File: src/rtl/expr_eval.sv
// Streaming left-to-right evaluator for "digit (op digit)* =" expressions.
// Takes one ASCII character per valid cycle and reports a 16-bit result or an error on each '='.
module expr_eval (
    input  logic        clk,
    input  logic        clr_n,
    input  logic        in_valid,
    input  logic [7:0]  in,
    output logic        done,
    output logic        err,
    output logic [15:0] result
);

    typedef enum logic [1:0] {StStart, StOpnd, StOper, StErr} state_e;

    localparam logic [7:0] ChPlus  = 8'h2B;
    localparam logic [7:0] ChMinus = 8'h2D;
    localparam logic [7:0] ChMul   = 8'h2A;
    localparam logic [7:0] ChEq    = 8'h3D;
    localparam logic [7:0] ChZero  = 8'h30;
    localparam logic [7:0] ChNine  = 8'h39;

    state_e      r_state;
    logic [15:0] r_acc;
    logic [7:0]  r_op;
    logic        r_done;
    logic        r_err;
    logic [15:0] r_result;

    logic        w_is_digit;
    logic        w_is_op;
    logic        w_is_term;
    logic [7:0]  w_digit8;
    logic [15:0] w_digit;
    logic [15:0] w_calc;

    assign w_is_digit = (in >= ChZero) && (in <= ChNine);
    assign w_is_op    = (in == ChPlus) || (in == ChMinus) || (in == ChMul);
    assign w_is_term  = (in == ChEq);
    assign w_digit8   = in - ChZero;
    assign w_digit    = {8'h00, w_digit8};

    // Wraps modulo 2^16; only the low half of the product is kept.
    always_comb begin
        w_calc = r_acc + w_digit;
        case (r_op)
            ChMinus: w_calc = r_acc - w_digit;
            ChMul:   w_calc = r_acc * w_digit;
            default: w_calc = r_acc + w_digit;
        endcase
    end

    always_ff @(posedge clk) begin
        if (!clr_n) begin
            r_state  <= StStart;
            r_acc    <= 16'h0000;
            r_op     <= ChPlus;
            r_done   <= 1'b0;
            r_err    <= 1'b0;
            r_result <= 16'h0000;
        end else begin
            r_done <= 1'b0;
            if (in_valid) begin
                case (r_state)
                    StStart: begin
                        if (w_is_digit) begin
                            r_state <= StOpnd;
                            r_acc   <= w_digit;
                        end else if (w_is_term) begin
                            r_state  <= StStart;
                            r_done   <= 1'b1;
                            r_err    <= 1'b1;
                            r_result <= 16'h0000;
                        end else begin
                            r_state <= StErr;
                        end
                    end
                    StOpnd: begin
                        if (w_is_op) begin
                            r_state <= StOper;
                            r_op    <= in;
                        end else if (w_is_term) begin
                            r_state  <= StStart;
                            r_done   <= 1'b1;
                            r_err    <= 1'b0;
                            r_result <= r_acc;
                        end else begin
                            r_state <= StErr;
                        end
                    end
                    StOper: begin
                        if (w_is_digit) begin
                            r_state <= StOpnd;
                            r_acc   <= w_calc;
                        end else if (w_is_term) begin
                            r_state  <= StStart;
                            r_done   <= 1'b1;
                            r_err    <= 1'b1;
                            r_result <= 16'h0000;
                        end else begin
                            r_state <= StErr;
                        end
                    end
                    default: begin
                        // Sticky until '=' closes the bad expression.
                        if (w_is_term) begin
                            r_state  <= StStart;
                            r_done   <= 1'b1;
                            r_err    <= 1'b1;
                            r_result <= 16'h0000;
                        end
                    end
                endcase
            end
        end
    end

    assign done   = r_done;
    assign err    = r_err;
    assign result = r_result;

endmodule

File: config.mk
export PLATFORM = sky130hd
export DESIGN_NAME = expr_eval
export DESIGN_NICKNAME = d
export VERILOG_FILES = /design/src/rtl/expr_eval.sv
export SDC_FILE = /design/constraint.sdc
export NUM_CORES = 1
export LEC_CHECK = 0
export CAP_MARGIN = 20
export CORE_MARGIN = 3
export CORE_UTILIZATION = 25
export DETAILED_ROUTE_END_ITERATION = 8
export GPL_TIMING_DRIVEN = 0
export SYNTH_ARGS = -nofsm -noshare
export SYNTH_HDL_FRONTEND = slang
export SYNTH_SLANG_ARGS = --single-unit
File: constraint.sdc
create_clock -name clk -period 4.97 [get_ports clk]
set_clock_uncertainty 0.2 [all_clocks]
set_input_delay 0.7455 -clock clk [delete_from_list [all_inputs] [get_ports clk]]
set_output_delay 0.7455 -clock clk [all_outputs]
set_load 0.05 [all_outputs]
==> results of run 1 <==
[synth_stat cells (2+ instances only)]
cell type	n	area share
sky130_fd_sc_hd__nand2b_1	8	0.0089
sky130_fd_sc_hd__inv_1	84	0.056
sky130_fd_sc_hd__clkbuf_2	2	0.0018
sky130_fd_sc_hd__mux2i_1	3	0.0053
sky130_fd_sc_hd__a21oi_1	23	0.020
sky130_fd_sc_hd__and2_1	47	0.052
sky130_fd_sc_hd__nor4_1	4	0.0044
sky130_fd_sc_hd__o211ai_1	8	0.011
sky130_fd_sc_hd__nor3b_1	3	0.0040
sky130_fd_sc_hd__o31a_1	2	0.0031
sky130_fd_sc_hd__nor2_1	43	0.029
sky130_fd_sc_hd__o21a_1	7	0.0093
sky130_fd_sc_hd__dfxtp_1	44	0.16
sky130_fd_sc_hd__o21ai_0	15	0.013
sky130_fd_sc_hd__a311oi_1	3	0.0047
sky130_fd_sc_hd__xor2_1	11	0.017
sky130_fd_sc_hd__o21bai_1	8	0.011
sky130_fd_sc_hd__buf_6	2	0.0040
sky130_fd_sc_hd__nand2_1	64	0.043
sky130_fd_sc_hd__buf_2	4	0.0035
sky130_fd_sc_hd__a31oi_1	6	0.0067
sky130_fd_sc_hd__clkbuf_1	25	0.017
sky130_fd_sc_hd__a211oi_1	4	0.0053
sky130_fd_sc_hd__xnor2_1	28	0.043
sky130_fd_sc_hd__buf_4	2	0.0027
sky130_fd_sc_hd__and3_1	7	0.0078
sky130_fd_sc_hd__nor3_1	12	0.011
sky130_fd_sc_hd__nand4_1	3	0.0033
sky130_fd_sc_hd__ha_1	48	0.11
sky130_fd_sc_hd__o221ai_1	4	0.0062
sky130_fd_sc_hd__nor2b_1	27	0.030
sky130_fd_sc_hd__a21o_1	13	0.017
sky130_fd_sc_hd__nand3_1	10	0.0089
sky130_fd_sc_hd__fa_1	61	0.22
sky130_fd_sc_hd__a22oi_1	16	0.021
[registers in the layout, indices dropped and copies added (netlist names)]
signal,flops
done,1
err,1
r_acc,16
r_op,8
r_state,2
result,16
[cell type report]
type                    instances  share of cell area
plain buffers                  35              0.0317
clock buffers                   7              0.0209
clock inverters                 1             0.00110
inverters                      85              0.0472
multi-input cells             512               0.658
flip-flops and latches         44               0.129
well taps                     280              0.0512
repair buffers                 46              0.0615
[per-layer routing]
metal  vias up  wire length (µm)  part of all wire
li1       2332                 -                 -
met1      2411              7540              0.45
met2       135              7910              0.48
met3        19               909             0.055
met4         0               259             0.016
met5         -                 0                 0
[cells by family (layout without fill, tap and decap cells)]
| kind of cell | count (synthesis) | in the layout | synth area share |
|---|---|---|---|
| buf+inv | 121 | 174 | 0.0858 |
| mux | 3 | 3 | 0.00532 |
| fa+ha+maj | 109 | 109 | 0.323 |
| simple gates | 238 | 238 | 0.217 |
| flops | 44 | 44 | 0.156 |
| compound gates | 123 | 123 | 0.152 |
| xor+xnor | 39 | 39 | 0.0606 |
[worst max path at each step]
stage | start | slack (ns) | endpoint
finish | in[4] | -0.04 | r_acc[13]$_SDFFE_PN0P_
global route | in[4] | -0.18 | r_acc[14]$_SDFFE_PN0P_
CTS | in[4] | -0.06 | r_acc[14]$_SDFFE_PN0P_
detailed placement | in[4] | -1.61 | r_acc[15]$_SDFFE_PN0P_
global placement | in[4] | -1.63 | r_acc[15]$_SDFFE_PN0P_
floorplan | in[4] | -0.03 | r_acc[15]$_SDFFE_PN0P_
[per-stage QoR]
step	power [W]	std cells	setup slack, ns	util	hold WS [ns]
floorplan	0.000460	677	-0.0290	-	0.218
detailed placement	0.000512	983	-1.61	0.288	0.244
finish	0.000874	1010	-0.0444	0.310	0.260
global placement	0.000512	983	-1.63	0.288	0.237
CTS	0.000873	1006	-0.0600	0.307	0.256
global route	0.000905	1010	-0.177	0.310	0.273
[critical path, cell delays in order]
cell and delay, ns:
sky130_fd_sc_hd__buf_12 0.12, sky130_fd_sc_hd__ha_4 0.18, sky130_fd_sc_hd__xnor2_4 0.32, sky130_fd_sc_hd__buf_8 0.16, sky130_fd_sc_hd__nand2_2 0.06, sky130_fd_sc_hd__fa_1 0.57, sky130_fd_sc_hd__fa_1 0.44, sky130_fd_sc_hd__fa_1 0.48
sky130_fd_sc_hd__fa_1 0.51, sky130_fd_sc_hd__inv_2 0.05, sky130_fd_sc_hd__ha_4 0.22, sky130_fd_sc_hd__a21o_1 0.17, sky130_fd_sc_hd__a21oi_2 0.14, sky130_fd_sc_hd__o21ai_2 0.08, sky130_fd_sc_hd__buf_4 0.15, sky130_fd_sc_hd__a31oi_4 0.21
sky130_fd_sc_hd__xor2_1 0.24, sky130_fd_sc_hd__o221ai_1 0.13
[timing repair]
action | CTS | global route
hold endpoints to repair | 0 | 0
setup endpoints to repair | 11 | 8
hold buffers | 0 | 0
pin swaps | 35 | 20
resized for setup | 60 | 18
buffers inserted | 16 | 4
[power by group]
group / total [W] / switching [W] / internal [W]
sequential: 0.000357 / 0.00000216 / 0.000354
clock: 0.000343 / 0.000143 / 0.000200
combinational: 0.000174 / 0.000104 / 0.0000696
==> flow_results.xml, run 1 <==
<?xml version="1.0" encoding="UTF-8"?>
<metrics>
  <group name="sta">
    <metric name="final_hold_viol_count" unit="">0</metric>
    <metric name="tightestPinTransition" unit="ns">0.940</metric>
    <metric name="worst_slew_margin_rel" unit="">0.368</metric>
    <metric name="clock.fmax" unit="MHz">199</metric>
    <metric name="drv_slew" unit="">0</metric>
    <metric name="period_share" unit="">1.01</metric>
    <metric name="grt_setup_unrepaired" unit="">yes</metric>
    <metric name="min_period" unit="ns">5.01</metric>
    <metric name="setup_tns" unit="ns">-0.0998</metric>
    <metric name="setup_violations" unit="">3</metric>
    <metric name="finalWorstSetupSlack" unit="ns">-0.0444</metric>
  </group>
  <group name="global_routing">
    <metric name="pin_count_of_the_biggest_net_entering_global_routing" unit="">14</metric>
    <metric name="use_met3" unit="">0.0172</metric>
    <metric name="grt_busiest_layer" unit="">met2</metric>
    <metric name="global_route_usage_over_all_layers" unit="">0.139</metric>
    <metric name="grt_antenna_before_repair" unit="">0</metric>
    <metric name="globalRouteOverflowTotal" unit="">0</metric>
    <metric name="first_global_vias" unit="">4891</metric>
    <metric name="global_route_met1_usage" unit="">0.196</metric>
    <metric name="groute.layer.met2.usage" unit="">0.231</metric>
    <metric name="grt_first_pass_wirelength" unit="mm">27.0</metric>
  </group>
  <group name="critical_path">
    <metric name="cp-start-kind" unit="">input port</metric>
    <metric name="ff2ff_setup_slack" unit="ns">0.16</metric>
    <metric name="rr_endpoint" unit="">r_acc[13]$_SDFFE_PN0P_</metric>
    <metric name="setup.worst_path.end_class" unit="">register</metric>
    <metric name="critical_path_class" unit="">input port to register</metric>
    <metric name="reg_to_reg_start" unit="">r_acc[3]$_SDFFE_PN0P_</metric>
    <metric name="arrival" unit="ns">4.98</metric>
    <metric name="timing.critical_path.fanout_max" unit="">8</metric>
    <metric name="rr_worst_depth" unit="">15</metric>
    <metric name="worst_ep_required" unit="ns">4.94</metric>
  </group>
  <group name="layout">
    <metric name="layout.cells.most_common_list" unit="">sky130_fd_sc_hd__inv_1 (77), sky130_fd_sc_hd__nand2_1 (63), sky130_fd_sc_hd__fa_1 (59), sky130_fd_sc_hd__and2_1 (45), sky130_fd_sc_hd__dfxtp_1 (44)</metric>
    <metric name="layout.cell_area.non_filler" unit="mm²">0.00684</metric>
    <metric name="proportion_of_layout_cells_with_a_drive_suffix_above_1" unit="">0.129</metric>
    <metric name="filler_cell_count" unit="">2346</metric>
    <metric name="area_growth_syn_to_layout" unit="%">21.2</metric>
    <metric name="multi_input_area" unit="mm²">0.00450</metric>
    <metric name="antenna_cells" unit="">0</metric>
    <metric name="fin_nets" unit="">849</metric>
    <metric name="mostFrequentLayoutCell" unit="">sky130_fd_sc_hd__inv_1</metric>
    <metric name="register_area" unit="µm²">881</metric>
  </group>
  <group name="detailed_routing">
    <metric name="route.final.wire_length" unit="mm">16.6</metric>
    <metric name="route.vias.total" unit="">4897</metric>
    <metric name="antenna_left" unit="">0</metric>
    <metric name="drtIter0Drc" unit="">376</metric>
    <metric name="firstDrtPassIters" unit="">5</metric>
    <metric name="avgViaCountPerCell" unit="">4.85</metric>
    <metric name="routed_wire_length_per_instance" unit="µm">16.5</metric>
    <metric name="route.detailed.drc" unit="">0</metric>
  </group>
  <group name="synthesis">
    <metric name="synthesis.yosys.warnings" unit="">0</metric>
    <metric name="synth_nets" unit="">797</metric>
    <metric name="synth-async-reset-ratio" unit="">0</metric>
    <metric name="postSynth.topFlopCell" unit="">sky130_fd_sc_hd__dfxtp_1</metric>
    <metric name="syn_area" unit="mm²">0.00564</metric>
    <metric name="count_of_flip_flops_with_a_built_in_enable_after_synthesis" unit="">0</metric>
    <metric name="netlist_cell_types" unit="">61</metric>
    <metric name="yosys_register_bits" unit="">44</metric>
    <metric name="ys_seq_area_frac" unit="">0.156</metric>
    <metric name="postSynthCellCount" unit="">677</metric>
    <metric name="post_synth.cell_area_avg" unit="µm²">8.33</metric>
  </group>
  <group name="hold_path">
    <metric name="holdPathEnd" unit="">r_op[3]$_SDFFE_PN1P_</metric>
    <metric name="hold_start" unit="">r_op[3]$_SDFFE_PN1P_</metric>
    <metric name="whs_path_depth" unit="">1</metric>
    <metric name="worstHoldPathType" unit="">register to register</metric>
  </group>
  <group name="floorplan">
    <metric name="rows" unit="">54</metric>
    <metric name="dieWidth" unit="µm">156</metric>
    <metric name="fp.dieArea" unit="mm²">0.0244</metric>
    <metric name="initial_core_util" unit="">0.256</metric>
    <metric name="core-area" unit="mm²">0.0220</metric>
    <metric name="boundaryPins" unit="">29</metric>
    <metric name="die_height" unit="µm">156</metric>
  </group>
  <group name="placed_design">
    <metric name="port_buffers" unit="">26</metric>
    <metric name="detailed_place_hpwl" unit="mm">12.3</metric>
    <metric name="globalplace.congestion" unit="">0.972</metric>
    <metric name="placed_area" unit="mm²">0.00635</metric>
  </group>
  <group name="cts">
    <metric name="tritoncts.num_buffers" unit="">5</metric>
    <metric name="clk_transition_reported_paths" unit="ns">0.06</metric>
    <metric name="clock_insertion_delay_worst_skew" unit="ns">0.29</metric>
    <metric name="cts.root.buffer_cell" unit="">sky130_fd_sc_hd__clkbuf_16</metric>
    <metric name="cts_buffer_depth" unit="">2</metric>
    <metric name="total_clock_sinks" unit="">44</metric>
    <metric name="tritoncts" unit="">built</metric>
    <metric name="ctsHtreeMaxLevel" unit="">2</metric>
  </group>
  <group name="power">
    <metric name="powerDensity" unit="mW/mm²">128</metric>
    <metric name="worst_ir_drop_vdd" unit="mV">0.234</metric>
    <metric name="leakagePower" unit="nW">2.72</metric>
  </group>
  <group name="run">
    <metric name="max_cap_viols" unit="">0</metric>
  </group>
  <group name="run_status">
    <metric name="run_status" unit="">finished, violations left</metric>
    <metric name="failing_checks" unit="">setup timing</metric>
  </group>
</metrics>
Power figures use the tool's default switching activity.
==> inputs of run 2 (changes only) <==
- CORE_UTILIZATION: 25 -> 37
==> run 2 against run 1 <==
Net effect:
- the run still ends with setup timing left
- core utilization is 16 points higher
- combinational power is 9% higher
- routed wire length is 2.0% higher
- via count is 2.6% higher
- total power is 8.0% higher
- sequential cell count stayed put
- non-clock buffer count is 2 higher
- critical path type unchanged
- maximum frequency is 0.88% higher
- clock-buffer cell count is 2 lower
- highest routed layer unchanged
- sequential power hardly changed
- global-route usage is 6.7 points higher
==> flow_results.xml, run 2 (synthesis gave the netlist of run 1 again) <==
<?xml version="1.0" encoding="UTF-8"?>
<metrics>
  <group name="cts">
    <metric name="clock_insertion_delay_worst_skew" unit="ns">0.30</metric>
    <metric name="cts_buffer_depth" unit="">2</metric>
    <metric name="tritoncts.num_buffers" unit="">5</metric>
    <metric name="cts.root.buffer_cell" unit="">sky130_fd_sc_hd__clkbuf_16</metric>
    <metric name="clk_transition_reported_paths" unit="ns">0.07</metric>
    <metric name="ctsHtreeMaxLevel" unit="">2</metric>
    <metric name="tritoncts" unit="">built</metric>
    <metric name="total_clock_sinks" unit="">44</metric>
  </group>
  <group name="sta">
    <metric name="worst_slew_margin_rel" unit="">0.244</metric>
    <metric name="tightestPinTransition" unit="ns">1.12</metric>
    <metric name="setup_violations" unit="">1</metric>
    <metric name="period_share" unit="">1.00</metric>
    <metric name="drv_slew" unit="">0</metric>
    <metric name="finalWorstSetupSlack" unit="ns">-0.000872</metric>
    <metric name="grt_setup_unrepaired" unit="">yes</metric>
    <metric name="clock.fmax" unit="MHz">201</metric>
    <metric name="final_hold_viol_count" unit="">0</metric>
    <metric name="setup_tns" unit="ns">-0.000872</metric>
    <metric name="min_period" unit="ns">4.97</metric>
  </group>
  <group name="global_routing">
    <metric name="grt_antenna_before_repair" unit="">0</metric>
    <metric name="globalRouteOverflowTotal" unit="">0</metric>
    <metric name="first_global_vias" unit="">5249</metric>
    <metric name="global_route_usage_over_all_layers" unit="">0.206</metric>
    <metric name="pin_count_of_the_biggest_net_entering_global_routing" unit="">16</metric>
    <metric name="grt_first_pass_wirelength" unit="mm">27.1</metric>
  </group>
  <group name="floorplan">
    <metric name="dieWidth" unit="µm">129</metric>
    <metric name="fp.dieArea" unit="mm²">0.0168</metric>
    <metric name="die_height" unit="µm">129</metric>
    <metric name="rows" unit="">44</metric>
    <metric name="initial_core_util" unit="">0.384</metric>
    <metric name="boundaryPins" unit="">29</metric>
    <metric name="core-area" unit="mm²">0.0147</metric>
  </group>
  <group name="detailed_routing">
    <metric name="avgViaCountPerCell" unit="">5.49</metric>
    <metric name="firstDrtPassIters" unit="">5</metric>
    <metric name="route.vias.total" unit="">5025</metric>
    <metric name="route.detailed.drc" unit="">0</metric>
    <metric name="drtIter0Drc" unit="">321</metric>
    <metric name="routed_wire_length_per_instance" unit="µm">18.5</metric>
    <metric name="route.final.wire_length" unit="mm">16.9</metric>
    <metric name="antenna_left" unit="">0</metric>
  </group>
  <group name="layout">
    <metric name="mostFrequentLayoutCell" unit="">sky130_fd_sc_hd__inv_1</metric>
    <metric name="proportion_of_layout_cells_with_a_drive_suffix_above_1" unit="">0.148</metric>
    <metric name="area_growth_syn_to_layout" unit="%">22.0</metric>
    <metric name="layout.cell_area.non_filler" unit="mm²">0.00688</metric>
    <metric name="postLayoutCoreUtil" unit="">0.468</metric>
    <metric name="layout.cells.most_common_list" unit="">sky130_fd_sc_hd__inv_1 (79), sky130_fd_sc_hd__nand2_1 (61), sky130_fd_sc_hd__fa_1 (58), sky130_fd_sc_hd__dfxtp_1 (44)</metric>
    <metric name="antenna_cells" unit="">0</metric>
    <metric name="fin_nets" unit="">851</metric>
  </group>
  <group name="run_status">
    <metric name="failing_checks" unit="">setup timing</metric>
    <metric name="run_status" unit="">finished, violations left</metric>
  </group>
  <group name="power">
    <metric name="powerDensity" unit="mW/mm²">137</metric>
    <metric name="leakagePower" unit="nW">2.78</metric>
    <metric name="worst_ir_drop_vdd" unit="mV">0.172</metric>
  </group>
  <group name="critical_path">
    <metric name="timing.critical_path.fanout_max" unit="">6</metric>
    <metric name="worst_ep_required" unit="ns">4.96</metric>
    <metric name="critical_path_class" unit="">input port to register</metric>
    <metric name="arrival" unit="ns">4.96</metric>
    <metric name="cp-start-kind" unit="">input port</metric>
    <metric name="setup.worst_path.end_class" unit="">register</metric>
  </group>
  <group name="hold_path">
    <metric name="worstHoldPathType" unit="">register to register</metric>
  </group>
  <group name="placed_design">
    <metric name="globalplace.congestion" unit="">1.00</metric>
    <metric name="detailed_place_hpwl" unit="mm">12.4</metric>
    <metric name="placed_area" unit="mm²">0.00623</metric>
    <metric name="port_buffers" unit="">26</metric>
    <metric name="detailedPlace.worstSlack" unit="ns">-1.56</metric>
  </group>
  <group name="run">
    <metric name="max_cap_viols" unit="">0</metric>
  </group>
</metrics>
## run 2: cell count changes in the layout (fill, tap and decap cells not counted), sizes merged
cell and delta:
buf +7, bufinv +1, clkbuf -6, clkdlybuf4s50 -1
inv +1
## run 2: power breakdown
part	leakage [nW]	switching (W)	internal, W	total [W]
logic	2.35	0.000112	0.0000773	0.000189
clock network	0.0804	0.000158	0.000239	0.000398
registers	0.355	0.00000220	0.000354	0.000356
## run 2: critical path, stage by stage
cell and delay [ns]:
sky130_fd_sc_hd__buf_12 0.12, sky130_fd_sc_hd__ha_4 0.17, sky130_fd_sc_hd__xnor2_4 0.17, sky130_fd_sc_hd__buf_8 0.15
sky130_fd_sc_hd__and2_4 0.15, sky130_fd_sc_hd__fa_1 0.50, sky130_fd_sc_hd__inv_1 0.05, sky130_fd_sc_hd__fa_2 0.53
sky130_fd_sc_hd__fa_1 0.43, sky130_fd_sc_hd__fa_1 0.51, sky130_fd_sc_hd__inv_2 0.05, sky130_fd_sc_hd__ha_4 0.17
sky130_fd_sc_hd__nor3_1 0.33, sky130_fd_sc_hd__o21ai_4 0.13, sky130_fd_sc_hd__a21oi_4 0.19, sky130_fd_sc_hd__xnor2_2 0.11
sky130_fd_sc_hd__a32o_1 0.28, sky130_fd_sc_hd__o21a_1 0.16
## run 2: metrics by stage
| stage | total power, W | instances | hold WS (ns) |
|---|---|---|---|
| after global routing | 0.000977 | 916 | 0.277 |
| final | 0.000943 | 916 | 0.257 |
| after global placement | 0.000513 | 887 | 0.231 |
| after floorplan | 0.000460 | 677 | 0.218 |
| after detailed placement | 0.000515 | 887 | 0.242 |
| after CTS | 0.000936 | 915 | 0.260 |
## run 2: worst paths after layout
path                               from                      to  slack (ns)  depth (start not counted)
hold / removal         err$_SDFFE_PN0P_        err$_SDFFE_PN0P_        0.26                          2
setup reg to reg  r_acc[1]$_SDFFE_PN0P_  r_acc[10]$_SDFFE_PN0P_        0.14                         15
hold reg to reg        err$_SDFFE_PN0P_        err$_SDFFE_PN0P_        0.26                          2
setup / recovery                  in[4]  r_acc[10]$_SDFFE_PN0P_     -0.0009                         18
## run 2: cell type report
type | count | area (µm²)
plain buffers | 35 | 235
repair buffers | 48 | 439
inverters | 85 | 323
multi-input cells | 512 | 4600
clock buffers | 5 | 125
clock inverters | 3 | 46.3
flip-flops and latches | 44 | 881
fillers | 1422 | 7820
well taps | 184 | 230
## run 2: timing repair
action,4_1_cts,5_1_grt
buffers inserted,20,2
endpoints found under the setup margin,12,6
pin swaps,32,27
hold buffers,0,0
gates resized for setup,63,42
## run 2: layer usage
layer,routed length (µm),GRT usage
met3,767,0.0251
met5,0,0
met1,7650,0.285
met4,392,0.0483
met2,8130,0.345
==> inputs of run 3 (changes only) <==
- CTS_CLUSTER_SIZE: default -> 25
==> results of run 3 <==
Same layout as run 2: the final DEF is identical, and so are final timing and power.
